File: config.mk
export PLATFORM = sky130hd
export DESIGN_NAME = alu_req_sequencer_flat
export DESIGN_NICKNAME = d
export VERILOG_FILES = /design/src/rtl/alu_req_sequencer_if.sv /design/src/rtl/alu_req_sequencer.sv /design/src/flat_wrapper.sv
export SDC_FILE = /design/constraint.sdc
export NUM_CORES = 1
export LEC_CHECK = 0
export BUFFER_PORTS_ARGS = -buffer_cell sky130_fd_sc_hd__buf_2
export CORE_MARGIN = 3
export CORE_UTILIZATION = 25
export CTS_BUF_LIST = sky130_fd_sc_hd__clkbuf_16
export CTS_CLUSTER_DIAMETER = 60
export CTS_CLUSTER_SIZE = 28
export DETAILED_ROUTE_END_ITERATION = 12
export PLACE_DENSITY = 0.47
export SYNTH_ARGS = -nofsm -noshare
export SYNTH_HDL_FRONTEND = slang
export SYNTH_SLANG_ARGS = --single-unit
File: constraint.sdc
create_clock -name clk -period 3.2 [get_ports clk]
set_clock_uncertainty 0.1 [all_clocks]
set_input_delay 0.48 -clock clk [delete_from_list [all_inputs] [get_ports clk]]
set_output_delay 0.48 -clock clk [all_outputs]
set_load 0.005 [all_outputs]
File: src/rtl/alu_req_sequencer_if.sv
// alu_req_sequencer_if: request and response handshake bundle for alu_req_sequencer.
interface alu_req_sequencer_if #(parameter int TAG_W = 4);
    logic             req_valid;
    logic             req_ready;
    logic [7:0]       req_a;
    logic [7:0]       req_b;
    logic [2:0]       req_op;
    logic             req_cin;
    logic [TAG_W-1:0] req_tag;
    logic             rsp_valid;
    logic             rsp_ready;
    logic [15:0]      rsp_result;
    logic             rsp_cout;
    logic             rsp_zflag;
    logic             rsp_err;
    logic [TAG_W-1:0] rsp_tag;
    modport master (
        output req_valid, req_a, req_b, req_op, req_cin, req_tag, rsp_ready,
        input  req_ready, rsp_valid, rsp_result, rsp_cout, rsp_zflag, rsp_err, rsp_tag
    );
    modport slave (
        input  req_valid, req_a, req_b, req_op, req_cin, req_tag, rsp_ready,
        output req_ready, rsp_valid, rsp_result, rsp_cout, rsp_zflag, rsp_err, rsp_tag
    );
endinterface

File: src/rtl/alu_req_sequencer.sv
// alu_req_sequencer: issues requests to an external registered ALU, tracks them through a
// two-stage in-flight pipeline and returns results in order via a credit-limited response buffer.
module alu_req_sequencer #(
    parameter int DEPTH = 4,
    parameter int TAG_W = 4
) (
    input  logic                 clk,
    input  logic                 rst_n,
    alu_req_sequencer_if.slave   bus,
    output logic [7:0]           alu_a,
    output logic [7:0]           alu_b,
    output logic [2:0]           alu_op,
    output logic                 alu_cin,
    input  logic [15:0]          alu_result,
    input  logic                 alu_cout,
    input  logic                 alu_zflag
);
    localparam int PW = $clog2(DEPTH);
    typedef struct packed {
        logic [15:0]      result;
        logic             cout;
        logic             zflag;
        logic             err;
        logic [TAG_W-1:0] tag;
    } entry_t;
    entry_t           mem [DEPTH];
    logic [PW-1:0]    wr_ptr;
    logic [PW-1:0]    rd_ptr;
    logic [PW:0]      count;
    logic             s1_v;
    logic             s2_v;
    logic             s1_err;
    logic             s2_err;
    logic [TAG_W-1:0] s1_tag;
    logic [TAG_W-1:0] s2_tag;
    logic [PW+1:0]    used;
    logic             issue;
    logic             pop;
    logic             err_in;
    // Credits cover both buffered and in-flight ops, so a capture always finds a free slot.
    assign used          = {1'b0, count} + (PW+2)'(s1_v) + (PW+2)'(s2_v);
    assign bus.req_ready = used < (PW+2)'(DEPTH);
    assign issue         = bus.req_valid && bus.req_ready;
    assign pop           = bus.rsp_valid && bus.rsp_ready;
    assign err_in        = (bus.req_op == 3'b011 && bus.req_b == 8'd0) || bus.req_op[2:1] == 2'b11;
    assign bus.rsp_valid  = count != '0;
    assign bus.rsp_result = mem[rd_ptr].result;
    assign bus.rsp_cout   = mem[rd_ptr].cout;
    assign bus.rsp_zflag  = mem[rd_ptr].zflag;
    assign bus.rsp_err    = mem[rd_ptr].err;
    assign bus.rsp_tag    = mem[rd_ptr].tag;
    // Buffer entries are cleared on reset so the head reads as zero until the first capture.
    always_ff @(posedge clk or negedge rst_n) begin
        if (!rst_n) begin
            alu_a   <= '0;
            alu_b   <= '0;
            alu_op  <= '0;
            alu_cin <= 1'b0;
            s1_v    <= 1'b0;
            s2_v    <= 1'b0;
            s1_err  <= 1'b0;
            s2_err  <= 1'b0;
            s1_tag  <= '0;
            s2_tag  <= '0;
            wr_ptr  <= '0;
            rd_ptr  <= '0;
            count   <= '0;
            for (int i = 0; i < DEPTH; i++) mem[i] <= '0;
        end else begin
            if (issue) begin
                alu_a   <= bus.req_a;
                alu_b   <= bus.req_b;
                alu_op  <= bus.req_op;
                alu_cin <= bus.req_cin;
            end
            s1_v   <= issue;
            s1_err <= err_in;
            s1_tag <= bus.req_tag;
            s2_v   <= s1_v;
            s2_err <= s1_err;
            s2_tag <= s1_tag;
            if (s2_v) begin
                mem[wr_ptr] <= {alu_result, alu_cout, alu_zflag, s2_err, s2_tag};
                wr_ptr      <= wr_ptr + 1'b1;
            end
            if (pop) rd_ptr <= rd_ptr + 1'b1;
            count <= count + (PW+1)'(s2_v) - (PW+1)'(pop);
        end
    end
endmodule

File: src/flat_wrapper.sv
// flat-port wrapper written by rule: the top's interface ports become plain ports
module alu_req_sequencer_flat 
#(
    parameter int DEPTH = 4,
    parameter int TAG_W = 4
)
  (clk, rst_n, alu_a, alu_b, alu_op, alu_cin, alu_result, alu_cout, alu_zflag, bus_req_valid, bus_req_a, bus_req_b, bus_req_op, bus_req_cin, bus_req_tag, bus_rsp_ready, bus_req_ready, bus_rsp_valid, bus_rsp_result, bus_rsp_cout, bus_rsp_zflag, bus_rsp_err, bus_rsp_tag);
  alu_req_sequencer_if #(.TAG_W(TAG_W)) bus_i ();
  input  logic clk;
  input  logic rst_n;
  output logic [7:0] alu_a;
  output logic [7:0] alu_b;
  output logic [2:0] alu_op;
  output logic alu_cin;
  input  logic [15:0] alu_result;
  input  logic alu_cout;
  input  logic alu_zflag;
  input wire logic [$bits(bus_i.req_valid)-1:0] bus_req_valid;
  input wire logic [$bits(bus_i.req_a)-1:0] bus_req_a;
  input wire logic [$bits(bus_i.req_b)-1:0] bus_req_b;
  input wire logic [$bits(bus_i.req_op)-1:0] bus_req_op;
  input wire logic [$bits(bus_i.req_cin)-1:0] bus_req_cin;
  input wire logic [$bits(bus_i.req_tag)-1:0] bus_req_tag;
  input wire logic [$bits(bus_i.rsp_ready)-1:0] bus_rsp_ready;
  output wire logic [$bits(bus_i.req_ready)-1:0] bus_req_ready;
  output wire logic [$bits(bus_i.rsp_valid)-1:0] bus_rsp_valid;
  output wire logic [$bits(bus_i.rsp_result)-1:0] bus_rsp_result;
  output wire logic [$bits(bus_i.rsp_cout)-1:0] bus_rsp_cout;
  output wire logic [$bits(bus_i.rsp_zflag)-1:0] bus_rsp_zflag;
  output wire logic [$bits(bus_i.rsp_err)-1:0] bus_rsp_err;
  output wire logic [$bits(bus_i.rsp_tag)-1:0] bus_rsp_tag;
  assign bus_i.req_valid = bus_req_valid;
  assign bus_i.req_a = bus_req_a;
  assign bus_i.req_b = bus_req_b;
  assign bus_i.req_op = bus_req_op;
  assign bus_i.req_cin = bus_req_cin;
  assign bus_i.req_tag = bus_req_tag;
  assign bus_i.rsp_ready = bus_rsp_ready;
  assign bus_req_ready = bus_i.req_ready;
  assign bus_rsp_valid = bus_i.rsp_valid;
  assign bus_rsp_result = bus_i.rsp_result;
  assign bus_rsp_cout = bus_i.rsp_cout;
  assign bus_rsp_zflag = bus_i.rsp_zflag;
  assign bus_rsp_err = bus_i.rsp_err;
  assign bus_rsp_tag = bus_i.rsp_tag;
  alu_req_sequencer #(.DEPTH(DEPTH), .TAG_W(TAG_W)) u_core (.clk(clk), .rst_n(rst_n), .bus(bus_i), .alu_a(alu_a), .alu_b(alu_b), .alu_op(alu_op), .alu_cin(alu_cin), .alu_result(alu_result), .alu_cout(alu_cout), .alu_zflag(alu_zflag));
endmodule
==> impl_metrics.csv <==
group,metric,value,unit
finish,final_area,0.00712,mm^2
timing,max_freq,372,MHz
run,maxCapViolCount,0,
yosys,syn_avg_cell_area,15.2,um^2
hold_path,hold_path.class,"in2async",
yosys,synth.distinct_cells,33,
global_routing,grt_start_max_net_pins,74,
place,gp_congestion,0.757,
clock_network,cts_made_buffers,17,
drt,viasPerCell,4.47,
yosys,ys_ff_latch,131,
yosys,synth_ff_type,"dfrtp_1",
place,place_inst,731,
finish,seq_area,0.00328,mm^2
worst_setup_path,r2r_setup_slack,1030,ps
yosys,synthArstFlopShare,100,%
clock_network,clockBufferDepth,2,
finish,final_common_cell,"dfrtp_1",
timing,setup_viol,0,
timing,finalSetupTns,0,ps
worst_setup_path,end_kind,"output port",
floorplanning,core,0.0221,mm^2
pwr,power_density,1090,mW/mm^2
clock_network,insertion_delay,410,ps
finish,finalNetCount,525,
pwr,netSwitchingFraction,30.4,%
drt,avgRoutedWirePerCell,16.5,um
finish,nFillCells,2184,
timing,tightest_slew,715,ps
clock_network,numClockSinks,131,
timing,hold_ws,-42.9,ps
finish,layout.cells.non_filler,763,
timing,slew_headroom,52.4,%
clock_network,hold_buffers,0,
pwr,peakVddDrop,0.000348,V
worst_setup_path,worst-endpoint-required,2620,ps
floorplanning,initial_utilization,25.7,%
pwr,leakagePower,3.18,nW
drt,drtIter0Drc,95,
global_routing,grt-ovfl-total,0,
drt,ant_nets,0,
drt,wl,12600,um
global_routing,grt_pass1_wl,20500,um
yosys,yosys_warnings,0,
finish,antenna_cells,0,
drt,num_vias,3407,
pwr,finalPower,7.77,mW
global_routing,grt_pass1_vias,3734,
place,post-dp-hpwl,8230,um
yosys,synth.net_count,429,
place,portBuffers,90,
place,placed_area,0.00648,mm^2
yosys,synth_edf_count,0,
pwr,switching_power,2.36,mW
timing,rsz0062_at_grt,"false",
place,dp_slack,927,ps
clock_network,cts_resized,0,
yosys,synth-seq-area-share,57.7,%
outcome,failed_checks,"hold timing",
worst_setup_path,cp_max_fo,14,
drt,drc,0,
finish,final_util,32.2,%
pwr,clock_power_share,27.5,%
floorplanning,die_h,157,um
worst_setup_path,cp-start-kind,"flop",
yosys,synthCells,374,
floorplanning,die_x,157,um
yosys,netlist_area,0.00569,mm^2
pwr,pwr-share-comb,34.5,%
pwr,power_frac_seq,38.0,%
timing,timing.final.ws_setup,515,ps
clock_network,cts_htree_levels,4,
timing,slew_viol_final,0,
timing,finalCritPeriodShare,83.9,%
global_routing,grt_usage,10.9,%
timing,hold_viol_final,9,
floorplanning,rows,54,
worst_setup_path,crit_arrival,2110,ps
clock_network,cts_tree,"yes",
outcome,status,"finished with violations",
floorplanning,ios,91,
global_routing,grt_antenna_before_repair,1,
finish,synthToLayoutAreaGrowth,25.3,%
finish,mostFrequentLayoutCells,"130 x dfrtp_1, 92 x mux2_1, 89 x buf_2, 36 x nand2_1, 23 x mux4_2",
finish,multi_input_area,0.00223,mm^2
clock_network,clk_pin_slew,60,ps
clock_network,root_buffer,"clkbuf_16",
finish,drive_gt1_share,36.4,%
worst_setup_path,crit_type,"reg2out",
pwr,p_int,5.41,mW
clock_network,postCtsSetupBuffers,0,
timing,min_period,2690,ps
drt,firstDrtPassIters,4,
floorplanning,die-area,0.0246,mm^2
metal layers:
| layer | vias up | track usage [%] | routed length [um] |
|---|---|---|---|
| li1 | 1540 | - | - |
| met1 | 1763 | 13.8 | 5710 |
| met2 | 92 | 17.1 | 5930 |
| met3 | 10 | 4.56 | 826 |
| met4 | 2 | 3.00 | 109 |
| met5 | - | 0 | 13 |
final timing paths:
path / startpoint / end / cells past startpoint
worst max-delay path: u_core.s2_v$_DFF_PN0_ / bus_req_ready / 5
worst min-delay path: rst_n / u_core.alu_cin$_DFFE_PN0P_ / 1
worst max register to register: u_core.count[1]$_DFF_PN0_ / u_core.count[2]$_DFF_PN0_ / 7
worst min register to register: u_core.s1_tag[3]$_DFF_PN0_ / u_core.s2_tag[3]$_DFF_PN0_ / 0
max in group asynchronous: rst_n / u_core.mem[54]$_DFFE_PN0P_ / 2
min in group clk: bus_req_tag[1] / u_core.s1_tag[1]$_DFF_PN0_ / 1
critical path, cell delays in order (launching register included):
cell and delay (ps):
dfrtp_1 480, ha_1 350, a21oi_1 250, o211a_2 450
inv_2 40, buf_2 130
cell families (layout without fill, tap and decap cells):
| family | Yosys count | count (layout) | share of synthesized area, % |
|---|---|---|---|
| adders and majority gates | 9 | 9 | 2.11 |
| buffers and inverters | 31 | 140 | 3.10 |
| xor gates and xnor gates | 4 | 4 | 0.616 |
| AOI/OAI and AO/OA | 26 | 26 | 4.25 |
| muxes | 116 | 116 | 27.5 |
| and+or+nand+nor | 57 | 57 | 4.75 |
| DFF | 131 | 131 | 57.7 |
state kept, by name, summed over array words and instances (netlist names):
name / flops
u_core.count: 3
u_core.alu_op: 3
u_core.mem: 92
u_core.wr_ptr: 2
u_core.s2_tag: 4
u_core.s1_tag: 4
u_core.alu_b: 8
u_core.s2_err: 1
u_core.s1_v: 1
u_core.alu_a: 8
u_core.s2_v: 1
u_core.rd_ptr: 2
u_core.alu_cin: 1
u_core.s1_err: 1
power by group through the flow:
stage | Combinational, mW | Sequential (mW) | Clock, mW
floorplan | 1.95 | 2.78 | 0
global placement | 2.71 | 2.94 | 0
detailed placement | 2.78 | 2.99 | 0
CTS | 2.77 | 2.97 | 2.20
global route | 2.99 | 3.07 | 2.28
finish | 2.68 | 2.96 | 2.14
synth_stat cells (2+ instances only):
master | n | share of area (%)
xor2_1 | 3 | 0.46
nand2_2 | 10 | 1.1
or3_1 | 2 | 0.22
clkbuf_1 | 2 | 0.13
buf_2 | 14 | 1.2
nand2_1 | 36 | 2.4
ha_1 | 8 | 1.8
mux2_1 | 92 | 18
inv_1 | 7 | 0.46
mux4_2 | 23 | 9.1
dfrtp_1 | 131 | 58
nor2_1 | 3 | 0.20
o22ai_2 | 11 | 2.4
buf_4 | 2 | 0.26
o22ai_1 | 9 | 0.99
buf_6 | 4 | 0.79
final cells by class:
class	instances	area share [%]
Sequential cell	131	46.0
Tap cell	280	4.92
Multi-Input combinational cell	212	31.4
Timing Repair Buffer	100	8.17
Clock buffer	17	5.97
Inverter	8	0.422
Clock inverter	15	3.11
No activity file was read; power rests on OpenSTA's default activity.
